**src/rtl/lut_init_readback_pkg.sv**
```systemverilog
// Shared types and sizes for the LUT INIT readback engine.
package lut_init_readback_pkg;

    localparam int LUT_MAX_WIDTH = 4;
    localparam int INIT_BITS     = 16;

    typedef enum logic [1:0] {
        IDLE,
        DRIVE,
        SAMPLE,
        DONE
    } rb_state_t;

endpackage

```
**src/rtl/lut_readback_ctrl.sv**
```systemverilog
// Readback sequencer: FSM with address index and settle-wait counters.
module lut_readback_ctrl
    import lut_init_readback_pkg::*;
#(
    parameter int WIDTH  = 4,
    parameter int SETTLE = 1
) (
    input  logic             clk,
    input  logic             rst,
    input  logic             start,
    output logic             accept,
    output logic             sample,
    output logic             last,
    output logic             busy,
    output logic             done,
    output logic [WIDTH-1:0] idx
);

    localparam logic [2:0]       SETTLE_C = 3'(SETTLE);
    localparam logic [WIDTH-1:0] IDX_MAX  = '1;

    rb_state_t        state_q, state_d;
    logic [2:0]       wait_q;
    logic [WIDTH-1:0] idx_q;

    assign accept = (state_q == IDLE) && start;
    assign sample = (state_q == SAMPLE);
    assign last   = (idx_q == IDX_MAX);
    assign busy   = (state_q == DRIVE) || (state_q == SAMPLE);
    assign done   = (state_q == DONE);
    assign idx    = idx_q;

    always_ff @(posedge clk or posedge rst) begin
        if (rst) begin
            state_q <= IDLE;
            wait_q  <= 3'd0;
            idx_q   <= '0;
        end else begin
            state_q <= state_d;
            if (accept) begin
                wait_q <= 3'd0;
                idx_q  <= '0;
            end else if (state_q == DRIVE && wait_q != SETTLE_C) begin
                wait_q <= wait_q + 3'd1;
            end else if (sample && !last) begin
                wait_q <= 3'd0;
                idx_q  <= idx_q + WIDTH'(1);
            end
        end
    end

    always_comb begin
        state_d = state_q;
        unique case (state_q)
            IDLE:    if (start) state_d = DRIVE;
            DRIVE:   if (wait_q == SETTLE_C) state_d = SAMPLE;
            SAMPLE:  state_d = last ? DONE : DRIVE;
            DONE:    state_d = IDLE;
            default: state_d = IDLE;
        endcase
    end

endmodule

```
**src/rtl/lut_init_readback.sv**
```systemverilog
// LUT truth-table readback: walks lut_a over every address and rebuilds INIT.
// Define LUT_READBACK_CHECK_EN to compare the recovered INIT against exp_init.
module lut_init_readback
    import lut_init_readback_pkg::*;
#(
    parameter int WIDTH  = 4,
    parameter int SETTLE = 1
) (
    input  logic                     C,
    input  logic                     R,
    input  logic                     start,
    output logic [LUT_MAX_WIDTH-1:0] lut_a,
    input  logic                     lut_o,
    input  logic [INIT_BITS-1:0]     exp_init,
    output logic                     busy,
    output logic                     done,
    output logic [INIT_BITS-1:0]     init_out,
    output logic                     match
);

    if (WIDTH < 1 || WIDTH > LUT_MAX_WIDTH) begin : g_bad_width
        $error("lut_init_readback: WIDTH must be in 1..4");
    end
    if (SETTLE < 0 || SETTLE > 7) begin : g_bad_settle
        $error("lut_init_readback: SETTLE must be in 0..7");
    end

    logic                 accept;
    logic                 sample;
    logic                 last;
    logic [WIDTH-1:0]     idx;
    logic [INIT_BITS-1:0] init_next;

    lut_readback_ctrl #(
        .WIDTH (WIDTH),
        .SETTLE(SETTLE)
    ) u_ctrl (
        .clk   (C),
        .rst   (R),
        .start (start),
        .accept(accept),
        .sample(sample),
        .last  (last),
        .busy  (busy),
        .done  (done),
        .idx   (idx)
    );

    // The word as it will look once the current sample lands.
    always_comb begin
        init_next      = init_out;
        init_next[idx] = lut_o;
    end

    always_ff @(posedge C or posedge R) begin
        if (R) begin
            lut_a    <= '0;
            init_out <= '0;
        end else if (accept) begin
            lut_a    <= '0;
            init_out <= '0;
        end else if (sample) begin
            init_out <= init_next;
            if (!last) lut_a <= LUT_MAX_WIDTH'(idx) + LUT_MAX_WIDTH'(1);
        end
    end

`ifdef LUT_READBACK_CHECK_EN
    always_ff @(posedge C or posedge R) begin
        if (R) begin
            match <= 1'b0;
        end else if (accept) begin
            match <= 1'b0;
        end else if (sample && last) begin
            match <= (init_next == exp_init);
        end
    end
`else
    logic unused_exp;
    assign unused_exp = ^exp_init;
    assign match      = 1'b0;
`endif

endmodule

```
**config.mk**
```make
export PLATFORM = sky130hd
export DESIGN_NAME = lut_init_readback
export DESIGN_NICKNAME = d
export VERILOG_FILES = /design/src/rtl/lut_init_readback_pkg.sv /design/src/rtl/lut_readback_ctrl.sv /design/src/rtl/lut_init_readback.sv
export SDC_FILE = /design/constraint.sdc
export NUM_CORES = 1
export LEC_CHECK = 0
export ABC_CLOCK_PERIOD_IN_PS = 3850
export CORE_ASPECT_RATIO = 0.9
export CORE_MARGIN = 2
export CORE_UTILIZATION = 52
export DETAILED_ROUTE_END_ITERATION = 7
export PLACE_DENSITY = 0.84
export SYNTH_ARGS = -nofsm -noshare
export SYNTH_HDL_FRONTEND = slang
export SYNTH_HIERARCHICAL = 1
export SYNTH_SLANG_ARGS = --single-unit
```
**constraint.sdc**
```tcl
create_clock -name C -period 3.85 [get_ports C]
set_input_delay 0.5775 -clock C [delete_from_list [all_inputs] [get_ports C]]
set_output_delay 0.5775 -clock C [all_outputs]
set_load 0.01 [all_outputs]
```
# --- After elaboration in Yosys (flattened, before gate mapping) ---
# Index checks and enable logic that the tools add are counted.
totals:
  ff_bits: 29
  inputBits: 20
  output_inout_bits: 23
op_classes:
  add_sub_neg: 2
  order_cmp: 2
  eq_ne: 10
  mux: 18
  n_reduce_logical: 13
ops:
  columns: ["operator", "n"]
  rows:
  - ["$mux 16", 2]
  - ["$mux 4", 6]
  - ["$bwmux 16", 1]
  - ["$mux 3", 3]
  - ["$ne 2x2->1 const B", 4]
  - ["$pmux 2 s4", 1]
  - ["$mux 2", 3]
  - ["$reduce_and 2->1", 3]
  - ["$lt 4x5->1 const B", 1]
  - ["$add 4x1->4 const B", 1]
  - ["$demux 1 s4", 1]
  - ["$eq 2x2->1 const B", 2]
  - ["$eq 4x4->1 const B", 1]
  - ["$ge 4x1->1 const B", 1]
  - ["$logic_and 1x1->1", 4]
  - ["$reduce_bool 2->1", 2]
  - ["$add 3x1->3 const B", 1]
  - ["$eq 3x1->1 const B", 1]
  - ["$ne 3x1->1 const B", 1]
  - ["$reduce_bool 3->1", 1]
  - ["$eq 2x1->1 const B", 1]
  - ["$logic_not 2->1", 1]
  - ["$logic_not 1->1", 1]
  - ["$logic_or 1x1->1", 1]
  - ["$mux 1", 1]

# --- Depth between registers and ports, before layout ---
# Gate-level depths: netlist of the first run.
depth:
  depth_word: 7
  depth_mapped: 7

# --- Modules after synthesis ---
# The synthesis of the first run kept the hierarchy.
by_module_without_submodules:
  columns: ["mod", "n_inst", "cells_per_inst", "area_per_inst_um2", "seq_area_each_um2"]
  rows:
  - ["lut_init_readback", 1, 103, 1061.0, 500.5]
  - ["lut_readback_ctrl", 1, 61, 579.3, 225.2]

# --- Worst setup path before layout of the first run ---
# OpenSTA, ideal clock, no wires.
synth_path:
  kind: "register to register"
  startpoint: "reg u_ctrl.idx_q[0], in the netlist u_ctrl/idx[0]"
  endpoint: "reg lut_a[0]"
  setup_time_ns: 0.133
  arrival_time_ns: 1.377
  required_ns: 3.717
  path_slack_ns: 2.340
  stages_incl_launch_ff: 8
  cell_sequence: "dfrtp_1 -> ha_1 -> nand3_1 -> inv_1 -> nor2b_1 -> buf_2 -> mux2i_1 -> nor2_1"
synth_lines:
  columns: ["item", "line_no", "text"]
  rows:
  - ["from (decl)", "lut_readback_ctrl.sv:24", "logic [WIDTH-1:0] idx_q;"]
  - ["from (signal assigned)", "lut_readback_ctrl.sv:47", "idx_q <= idx_q + WIDTH'(1);"]
  - ["$eq 4x4->1", "lut_readback_ctrl.sv:28", "assign last = (idx_q == IDX_MAX);"]
  - ["net last", "lut_init_readback.sv:30", "logic last;"]
  - ["$ne 2x2->1 (no source line)", null, null]
  - ["$reduce_and 2->1 (no source line)", null, null]
  - ["to (signal assigned)", "lut_init_readback.sv:64", "if (!last) lut_a <= LUT_MAX_WIDTH'(idx) + LUT_MAX_WIDTH'(1);"]
  - ["to (decl)", "lut_init_readback.sv:12", "output logic [LUT_MAX_WIDTH-1:0] lut_a,"]
# The timed path passes the listed nets, and every way through them passes these cells. The select of a mux whose other input is x is not followed.
# A chain may end at the register's enable or synchronous reset.

# --- Worst setup path after layout of the first run ---
layout_path:
  startpoint: "reg u_ctrl.state_q[0]"
  endpoint: "reg lut_a[0]"
layout_lines:
  columns: ["item", "line_no", "text"]
  rows:
  - ["from (decl)", "lut_readback_ctrl.sv:22", "rb_state_t state_q, state_d;"]
  - ["from (signal assigned)", "lut_readback_ctrl.sv:39", "state_q <= state_d;"]
  - ["$eq 2x2->1", "lut_readback_ctrl.sv:27", "assign sample = (state_q == SAMPLE);"]
  - ["net sample", "lut_init_readback.sv:29", "logic sample;"]
  - ["$reduce_bool 2->1 (no source line)", null, null]
  - ["$reduce_and 2->1 (no source line)", null, null]
# The timed path passes the listed nets, and every way through them passes these cells.

==> results by group, run 1 <==
Worst setup path
  – Critical path buffers and inverters: 1
  – Slowest stage delay, CP: 0.76 ns
  – CP top delay family: adder cells
  – Slowest stage cell, crit path: ha_1
  – Startpoint types: register
  – Arr. time, crit path: around 2.5 ns
  – CP max FO: 27
  – Worst Setup Path Type: register to register
  – Crit path capture type: register
  – Worst Setup SP: u_ctrl/state_q[0]
  – Crit-path cells: inv_1 -> ha_1 -> nor2b_1 -> mux2i_1 -> nor2_1
  – CP Data Required Time: 4.03 ns
  – FF-to-FF Start: u_ctrl/state_q[0]

Clock tree
  – Total CTS buffers: 5
  – Post-CTS sizing: 0
  – Worst-Skew Late Latency: 0.34 ns
  – Clock Tree Buf Depth: 2
  – CTS HTree Levels: 2
  – CTS Sinks: 29
  – Worst-path clk slew: 0.10 ns
  – CTS tree: built
  – Setup bufs post-CTS: 0
  – Root buf cell: clkbuf_4
  – Hold buffers post-CTS: 0

STA
  – Post-layout minimum cycle time: approximately 2.3 ns
  – Hold Slack: between 0.5 and 0.6 ns
  – RSZ-0062 raised after global routing: false
  – Slack of the critical path: ~1.5 ns
  – Fmax: 0.4337 GHz
  – Slew Viols, Final: 0
  – Clk_skew: 0.01644 ns
  – Hold Vio Cnt, Final: 0
  – Setup TNS: 0 ns
  – Endpoints failing setup: 0
  – Worst slew margin: a little over a third
  – Period utilisation layout: 59.89%
  – Actual slew at the worst max-slew pin: about 0.95 ns

Cells and area
  – Final net count: around 220
  – Post-route cell area: about 2000 um2
  – Area Growth Syn to Fin: 20.14%
  – Core Util, Final: ~65%
  – Layout fillers: 260
  – # diodes: 0
  – Final cell count without fillers: roughly 230
  – Fraction of layout cells with a size suffix above 1: 7.487%

Detailed routing
  – Mean routed wirelength per cell: roughly 14 um
  – Via count: 1261
  – DRC Markers: 0
  – Post-route ant nets: 0
  – Drt pass-1 iters: 4
  – DRT iter0 DRCs: 56
  – WL final: ~3.1 mm
  – Vias per inst: roughly 5.5

Logic synthesis
  – Post-synthesis sequential area ratio: roughly 44%
  – Yosys reg bits: 29
  – YS warnings: 6
  – Synth Instances: approximately 160
  – Syn nets: roughly 200
  – Distinct cells, synth: 33
  – Syn_area_per_cell: 10.00 um2
  – Netlist Area Pre-Place: ~1600 um2

Flow run
  – MaxCap Viol Count: 0

Placement
  – I/O Buffers: 25
  – DP Cell Count: approximately 220
  – Routability cong.: approximately 0.76
  – Dpl ws: 1.582 ns
  – Dpl hpwl: approximately 2.2 mm
  – Area after DPL: between 1500 and 2000 um2

Floorplan
  – Row count: 19
  – Core Box Area: a little over 3000 um2
  – Initial Util: around 54%
  – Die width: 63.20 um
  – Die Height: 57.28 um
  – # IOs: 43
  – DIE AREA: ~3600 um2

Global route
  – Gr ovfl total: 0
  – GRT Overall Usage: roughly a fifth
  – Largest net degree at the start of global routing: 28
  – First-pass GRT wire length: 5.678 mm
  – Vias in the first global route: ~1200
  – Initial antenna violation count: 0

Power and ir drop
  – Total power: around 1.4 mW
  – Power Density: between 700 and 800 nW/um2
  – Pleak: ~0.94 nW
  – Worst vdd ir: 0.0003503 V

Min path
  – Hold Path Class: primary input to asynchronous set/reset pin

Status
  – Status: finished, final reports clean
==> report_power, final <==
group	leakage [nW]	internal (mW)	total [mW]	switching (mW)
clock network	0.0455	0.155	0.262	0.107
logic	0.507	0.289	0.627	0.338
registers	0.389	0.392	0.493	0.100
total	0.942	0.837	1.38	0.545
==> sequential cells by signal, indices dropped and copies added, names as in the netlist <==
register	flops
init_out	16
u_ctrl/idx	4
lut_a	4
u_ctrl/wait_q	3
u_ctrl/state_q	2
==> cells in the mapped netlist <==
library cell	number	area (um2)
nand2b_1	1	6.260
a211oi_2	1	12.51
buf_4	2	15.01
or2_2	1	6.260
nand3_1	5	25.02
nand4b_1	8	70.07
dfrtp_1	29	725.7
xnor2_1	1	8.760
nor2_1	19	71.32
and2_1	1	6.260
a211oi_1	2	15.01
buf_6	1	11.26
nor3_1	1	5.000
ha_1	12	150.1
nor2_4	1	11.26
clkbuf_1	3	11.26
a311oi_1	1	8.760
mux2i_1	15	150.1
o21ai_0	7	35.03
inv_1	8	30.03
nor2b_1	2	12.51
xor2_1	2	17.52
or3_2	1	7.510
buf_2	4	20.02
or3_1	3	18.77
nand2_1	9	33.78
conb_1	1	3.750
a31oi_1	2	12.51
a21oi_1	10	50.05
nor2b_4	1	13.76
inv_2	1	3.750
o211ai_4	1	21.27
nand4_1	8	50.05
==> cell usage in the layout (no fill, tap or decap), types with 7 or more instances in the layout <==
cell type | synthesis | routed
dfrtp_1 | 29 | 29
clkdlybuf4s50_1 | 0 | 25
nor2_1 | 19 | 19
mux2i_1 | 15 | 15
ha_1 | 12 | 12
a21oi_1 | 10 | 10
nand2_1 | 9 | 9
nand4b_1 | 8 | 8
nand4_1 | 8 | 8
inv_1 | 8 | 8
o21ai_0 | 7 | 7
==> area by class of cell <==
cell class	instances	area [um2]	share of cell area, %
multi-input cells	116	823.3	41.78
flip-flops and latches	29	725.7	36.83
repair buffers	25	250.2	12.70
inverters	9	33.78	1.714
clock buffers	7	55.05	2.794
well taps	42	52.55	2.667
clock inverters	1	30.03	1.524
==> path summary, 6_finish.rpt <==
kind,slack [ns],cells past startpoint,end
hold reg to reg,0.53,2,lut_a[0]
min in group C,0.53,2,lut_a[0]
hold / removal,0.52,2,u_ctrl/state_q[0]
setup / recovery,1.54,5,lut_a[0]
max in group asynchronous,2.66,2,lut_a[3]
setup reg to reg,1.54,5,lut_a[0]
==> layer usage <==
layer,vias to the layer above,part of all wire (%),track usage [%]
li1,617,-,-
met4,0,1.8,8.385
met2,39,45,30.55
met1,598,49,28.33
met3,7,4.9,5.523
met5,-,0,0
==> logic make-up (layout without fill, tap and decap cells) <==
group | Yosys count | count (layout) | share of synthesized area (%)
other | 1 | 1 | 0.2286
muxes | 15 | 15 | 9.153
AOI/OAI and AO/OA | 24 | 24 | 9.458
adders and majority gates | 12 | 12 | 9.153
xor gates and xnor gates | 3 | 3 | 1.602
and+or+nand+nor | 61 | 61 | 20.60
buffers and inverters | 19 | 42 | 5.568
DFF | 29 | 29 | 44.24
No activity file was read; power rests on OpenSTA's default activity.
==> run 2: changes to the inputs <==
ABC_CLOCK_PERIOD_IN_PS = 2200   (was 3850)
CORE_UTILIZATION = 48   (was 52)
PLACE_DENSITY = 0.78   (was 0.84)
clock period = 2.2 ns   (was 3.85 ns; I/O delays follow)
==> run 2 against run 1 <==
Via count up 2.1%; highest routed layer unchanged; cell count is 2.6% higher; critical path depth decreased by 2; final area grew 2.5%; wire length is 7.0% higher; largest power group unchanged; total power is 80% higher.
==> results by group, run 2 (synthesis gave the netlist of run 1 again) <==
Status
  – Status: finished, final reports clean

Worst setup path
  – Crit path capture type: primary output
  – Crit-path cells: inv_1 -> ha_1 -> clkdlybuf4s50_1
  – CP max FO: 5
  – Reg2Reg Depth: 6
  – Worst Setup Path Type: register to primary output
  – Reg2reg setup slack: between 0.3 and 0.4 ns
  – Startpoint types: register
  – Slowest stage delay, CP: about 0.52 ns
  – FF-to-FF Start: u_ctrl/idx[0]
  – CP Data Required Time: 1.87 ns
  – Slowest stage cell, crit path: clkdlybuf4s50_1
  – FF-to-FF End: lut_a[0]
  – Arr. time, crit path: around 1.6 ns

Flow run
  – MaxCap Viol Count: 0

Detailed routing
  – DRC Markers: 0
  – DRT iter0 DRCs: 84
  – Drt pass-1 iters: 4
  – Post-route ant nets: 0
  – Via count: roughly 1300
  – Mean routed wirelength per cell: about 14 um
  – WL final: 3.328 mm
  – Vias per inst: around 5.5

Cells and area
  – Area of the multi-input gates: 823.3 um2
  – Fraction of layout cells with a size suffix above 1: under 10%
  – Register area: a little over 700 um2
  – Largest register by flop count: init_out
  – Area Growth Syn to Fin: 23.11%
  – # diodes: 0
  – Most frequent cells in the layout: 29 x dfrtp_1, 25 x clkdlybuf4s50_1, 19 x nor2_1
  – Core Util, Final: around 60%
  – Layout fillers: approximately 290
  – Max reg flops: 16
  – Final net count: about 220
  – Most common cell after layout, fill and taps aside: dfrtp_1

STA
  – Setup TNS: 0 ns
  – Endpoints failing setup: 0
  – Post-layout minimum cycle time: 1.955 ns
  – Period utilisation layout: between 80 and 90%
  – Worst slew margin: approximately half
  – RSZ-0062 raised after global routing: false
  – Slew Viols, Final: 0
  – Hold Vio Cnt, Final: 0
  – Actual slew at the worst max-slew pin: approximately 0.73 ns
  – Fmax: 0.5114 GHz
  – Clk_skew: 0.002579 ns

Power and ir drop
  – Pleak: 0.9714 nW
  – Power Density: about 1200 nW/um2
  – Clk pwr share: a little under 20%
  – Net Sw Frac: between 30% and 40%
  – Flop pwr share: between 30 and 40%
  – Combinational power share: between 40% and 50%
  – Pint: 1.503 mW
  – Worst vdd ir: about 0.0006 V
  – Sw Pwr: approximately 1000 uW

Floorplan
  – # IOs: 43
  – Initial Util: between 40% and 50%
  – Die Height: ~59 um
  – Row count: 20
  – Core Box Area: 3328 um2
  – DIE AREA: approximately 4000 um2
  – Die width: 65.62 um

Global route
  – Busiest grt layer: met2
  – Largest net degree at the start of global routing: 28
  – Met1 usage: 24.09%
  – First-pass GRT wire length: around 5.6 mm
  – GR Layer Usage met2: 31.02%
  – Vias in the first global route: roughly 1300
  – Initial antenna violation count: 0
  – M3 GR Usage: under 10%
  – Gr ovfl total: 0
  – GRT Overall Usage: roughly 19%

Clock tree
  – CTS Sinks: 29
  – Worst-Skew Late Latency: roughly 0.29 ns
  – Root buf cell: clkbuf_8
  – Setup bufs post-CTS: 0
  – Total CTS buffers: 5
  – Worst-path clk slew: about 0.060 ns
  – CTS tree: built
  – Clock Tree Buf Depth: 2
  – Post-CTS sizing: 0
  – CTS HTree Levels: 2
  – Hold buffers post-CTS: 0

Min path
  – Hold Path Class: primary input to asynchronous set/reset pin

Placement
  – I/O Buffers: 25
  – Dpl hpwl: 2.340 mm
  – Routability cong.: approximately 0.74
run 2: cell type report:
cell class                      instances  share of cell area, %
Timing Repair Buffer                   29                  13.88
Tap cell                               44                  2.726
Sequential cell                        29                  35.94
Multi-Input combinational cell        116                  40.77
Clock buffer                            7                  4.771
Inverter                                9                  1.673
Clock inverter                          1                 0.2478
run 2: critical path, delay by kind of cell (launching register included):
kind | cells | cell delay (ns)
adders and majority gates | 1 | 0.28
DFF | 1 | 0.43
buffers and inverters | 2 | 0.63
run 2: power groups by stage:
stage                     Combinational (mW)  Sequential (mW)  Clock, mW
after detailed placement                1.19            0.825          0
after floorplan                        0.754            0.855          0
after CTS                               1.20            0.816      0.493
after global placement                  1.14            0.806          0
after global routing                    1.33            0.833      0.513
final                                   1.20            0.812      0.486
run 2: how the worst max path moves through the flow:
stage                      startpoint       end  slack, ns  cells past startpoint
floorplan               u_ctrl/idx[0]  lut_a[0]       0.69                      7
global placement        u_ctrl/idx[0]  lut_a[0]       0.41                      6
detailed placement      u_ctrl/idx[0]  lut_a[3]       0.37                      6
CTS                 u_ctrl/state_q[1]      busy       0.25                      3
global route            u_ctrl/idx[0]  lut_a[0]       0.18                      6
finish              u_ctrl/state_q[1]      busy       0.24                      3
run 2: stage by stage:
stage,hold WS (ns),setup slack (ns),cell area (um2),total power [mW],std cells
3_3_place_gp,0.5032,0.4104,1918,1.948,227
2_1_floorplan,0.1579,0.6898,1640,1.608,164
4_1_cts,0.3486,0.2511,2019,2.510,235
5_1_grt,0.3784,0.1844,2019,2.673,235
6_report,0.3388,0.2445,2019,2.494,235
3_5_place_dp,0.5193,0.3669,1918,2.017,227
run 2: per-layer routing:
| layer | share of wire, % | vias to the layer above | routed length (um) |
|---|---|---|---|
| li1 | - | 619 | - |
| met1 | 44 | 631 | 1460 |
| met2 | 50 | 29 | 1664 |
| met3 | 3.5 | 9 | 116 |
| met4 | 2.6 | 0 | 87 |
| met5 | 0 | - | 0 |
==> run 3: changes to the inputs <==
CORE_UTILIZATION = 55   (was 48)
DONT_BUFFER_PORTS = 1   (was default)
GPL_ROUTABILITY_DRIVEN = 1   (was default)
PLACE_DENSITY = 0.69   (was 0.78)
==> run 3 against run 2 <==
First-iteration DRC count increased by 23%; hold slack got worse by 0.33 ns; combinational power decreased by 22%.
==> results by group, run 3 (synthesis gave the netlist of run 1 again) <==
STA
  – Endpoints failing setup: 0
  – Actual slew at the worst max-slew pin: ~0.73 ns
  – Slew Viols, Final: 0
  – Worst slew margin: 51.22%
  – Fmax: roughly 0.55 GHz
  – Setup TNS: 0 ns
  – Clk_skew: 0.008534 ns
  – RSZ-0062 raised after global routing: false
  – Period utilisation layout: between 80% and 90%
  – Hold Vio Cnt, Final: 0
  – Post-layout minimum cycle time: 1.817 ns

Detailed routing
  – WL final: between 2 and 3 mm
  – DRT iter0 DRCs: just over 100
  – Mean routed wirelength per cell: about 14 um
  – Post-route ant nets: 0
  – Via count: approximately 1200
  – DRC Markers: 0
  – Drt pass-1 iters: 5
  – Vias per inst: ~5.7

Cells and area
  – Largest register by flop count: init_out
  – Final net count: slightly below 200
  – Fraction of layout cells with a size suffix above 1: about a tenth
  – Most common cell after layout, fill and taps aside: dfrtp_1
  – Most frequent cells in the layout: 29 x dfrtp_1, 19 x nor2_1, 15 x mux2i_1
  – Max reg flops: 16
  – Layout fillers: 250
  – # diodes: 0
  – Final cell count without fillers: ~210
  – Area Growth Syn to Fin: 5.416%
  – Core Util, Final: between 60% and 70%

Clock tree
  – Setup bufs post-CTS: 0
  – CTS HTree Levels: 2
  – Root buf cell: clkbuf_4
  – Total CTS buffers: 5
  – CTS Sinks: 29
  – Worst-path clk slew: approximately 0.090 ns
  – Hold buffers post-CTS: 1
  – CTS tree: built
  – Worst-Skew Late Latency: approximately 0.32 ns
  – Clock Tree Buf Depth: 2
  – Post-CTS sizing: 0

Worst setup path
  – Arr. time, crit path: 2.02 ns
  – Crit-path cells: ha_1 -> nand3_1 -> inv_1 -> nor2b_1 -> mux2i_1 -> nor2_1
  – Slowest stage delay, CP: roughly 0.47 ns
  – CP max FO: 7
  – Worst Setup Path Type: register to register
  – Startpoint types: register
  – Crit path capture type: register
  – Critical path buffers and inverters: 1
  – CP Data Required Time: 2.40 ns
  – Slowest stage cell, crit path: dfrtp_1
  – CP top delay family: simple AND/OR/NAND/NOR gates

Floorplan
  – DIE AREA: around 3400 um2
  – Core Box Area: 2793 um2
  – Die Height: approximately 56 um
  – Initial Util: roughly three fifths
  – # IOs: 43
  – Die width: a little over 60 um
  – Row count: 18

Min path
  – Hold Path Class: primary input to asynchronous set/reset pin

Power and ir drop
  – Pleak: approximately 0.86 nW
  – Power Density: between 1000 and 1500 nW/um2
  – Worst vdd ir: 0.0006009 V

Global route
  – Vias in the first global route: 1151
  – Gr ovfl total: 0
  – GRT Overall Usage: 19.93%
  – Largest net degree at the start of global routing: 28
  – Initial antenna violation count: 0
  – First-pass GRT wire length: 5.119 mm

Placement
  – Routability cong.: about 0.76
  – Dpl hpwl: between 2 and 2.5 mm
  – DP Cell Count: about 200
  – I/O Buffers: 0

Status
  – Status: finished, final reports clean

Flow run
  – MaxCap Viol Count: 0
-- run 3: worst paths after layout --
kind	start	end	slack, ns	depth (start not counted)
worst max-delay path	u_ctrl/idx[0]	lut_a[1]	0.38	6
worst min-delay path	R	lut_a[3]	0.006	1
worst max register to register	u_ctrl/idx[0]	lut_a[1]	0.38	6
worst min register to register	u_ctrl/state_q[1]	u_ctrl/state_q[1]	0.57	1
max in group asynchronous	R	u_ctrl/idx[1]	1.52	2
min in group C	lut_o	init_out[14]	0.17	2
-- run 3: per-stage QoR --
stage | area, um2 | hold slack [ns] | worst slack, ns | power, mW
6_report | 1729 | 0.005638 | 0.3831 | 2.091
5_1_grt | 1729 | 0.08220 | 0.2143 | 2.273
4_1_cts | 1729 | 0.03621 | 0.3711 | 2.111
3_5_place_dp | 1670 | 0.2073 | 0.3875 | 1.805
3_3_place_gp | 1670 | 0.2072 | 0.4329 | 1.754
2_1_floorplan | 1640 | 0.1579 | 0.6898 | 1.608
-- run 3: layout make-up --
cell class	count	area [um2]	area share (%)
Tap cell	40	50.05	2.894
Sequential cell	29	725.7	41.97
Inverter	9	33.78	1.954
Clock buffer	8	48.80	2.822
Timing Repair Buffer	6	47.55	2.750
Multi-Input combinational cell	116	823.3	47.61
-- run 3: layer usage --
metal	track usage [%]	share of wire (%)	vias up
met5	0	0	-
met4	7.903	1.2	0
met3	6.512	6.2	3
met2	31.28	46	32
met1	24.89	47	565
li1	-	-	577
-- run 3: where the power goes --
group          leakage [nW]  internal [mW]  total (mW)  switching [mW]
sequential            0.389          0.688       0.862           0.174
clock                0.0265          0.127       0.297           0.170
combinational         0.449          0.361       0.932           0.571
-- run 3: worst register-to-register path, stage by stage (launching register included) --
cell and delay [ns]:
dfrtp_1 0.47, ha_1 0.26, nand3_1 0.19, inv_1 0.08
nor2b_1 0.40, mux2i_1 0.24, nor2_1 0.05
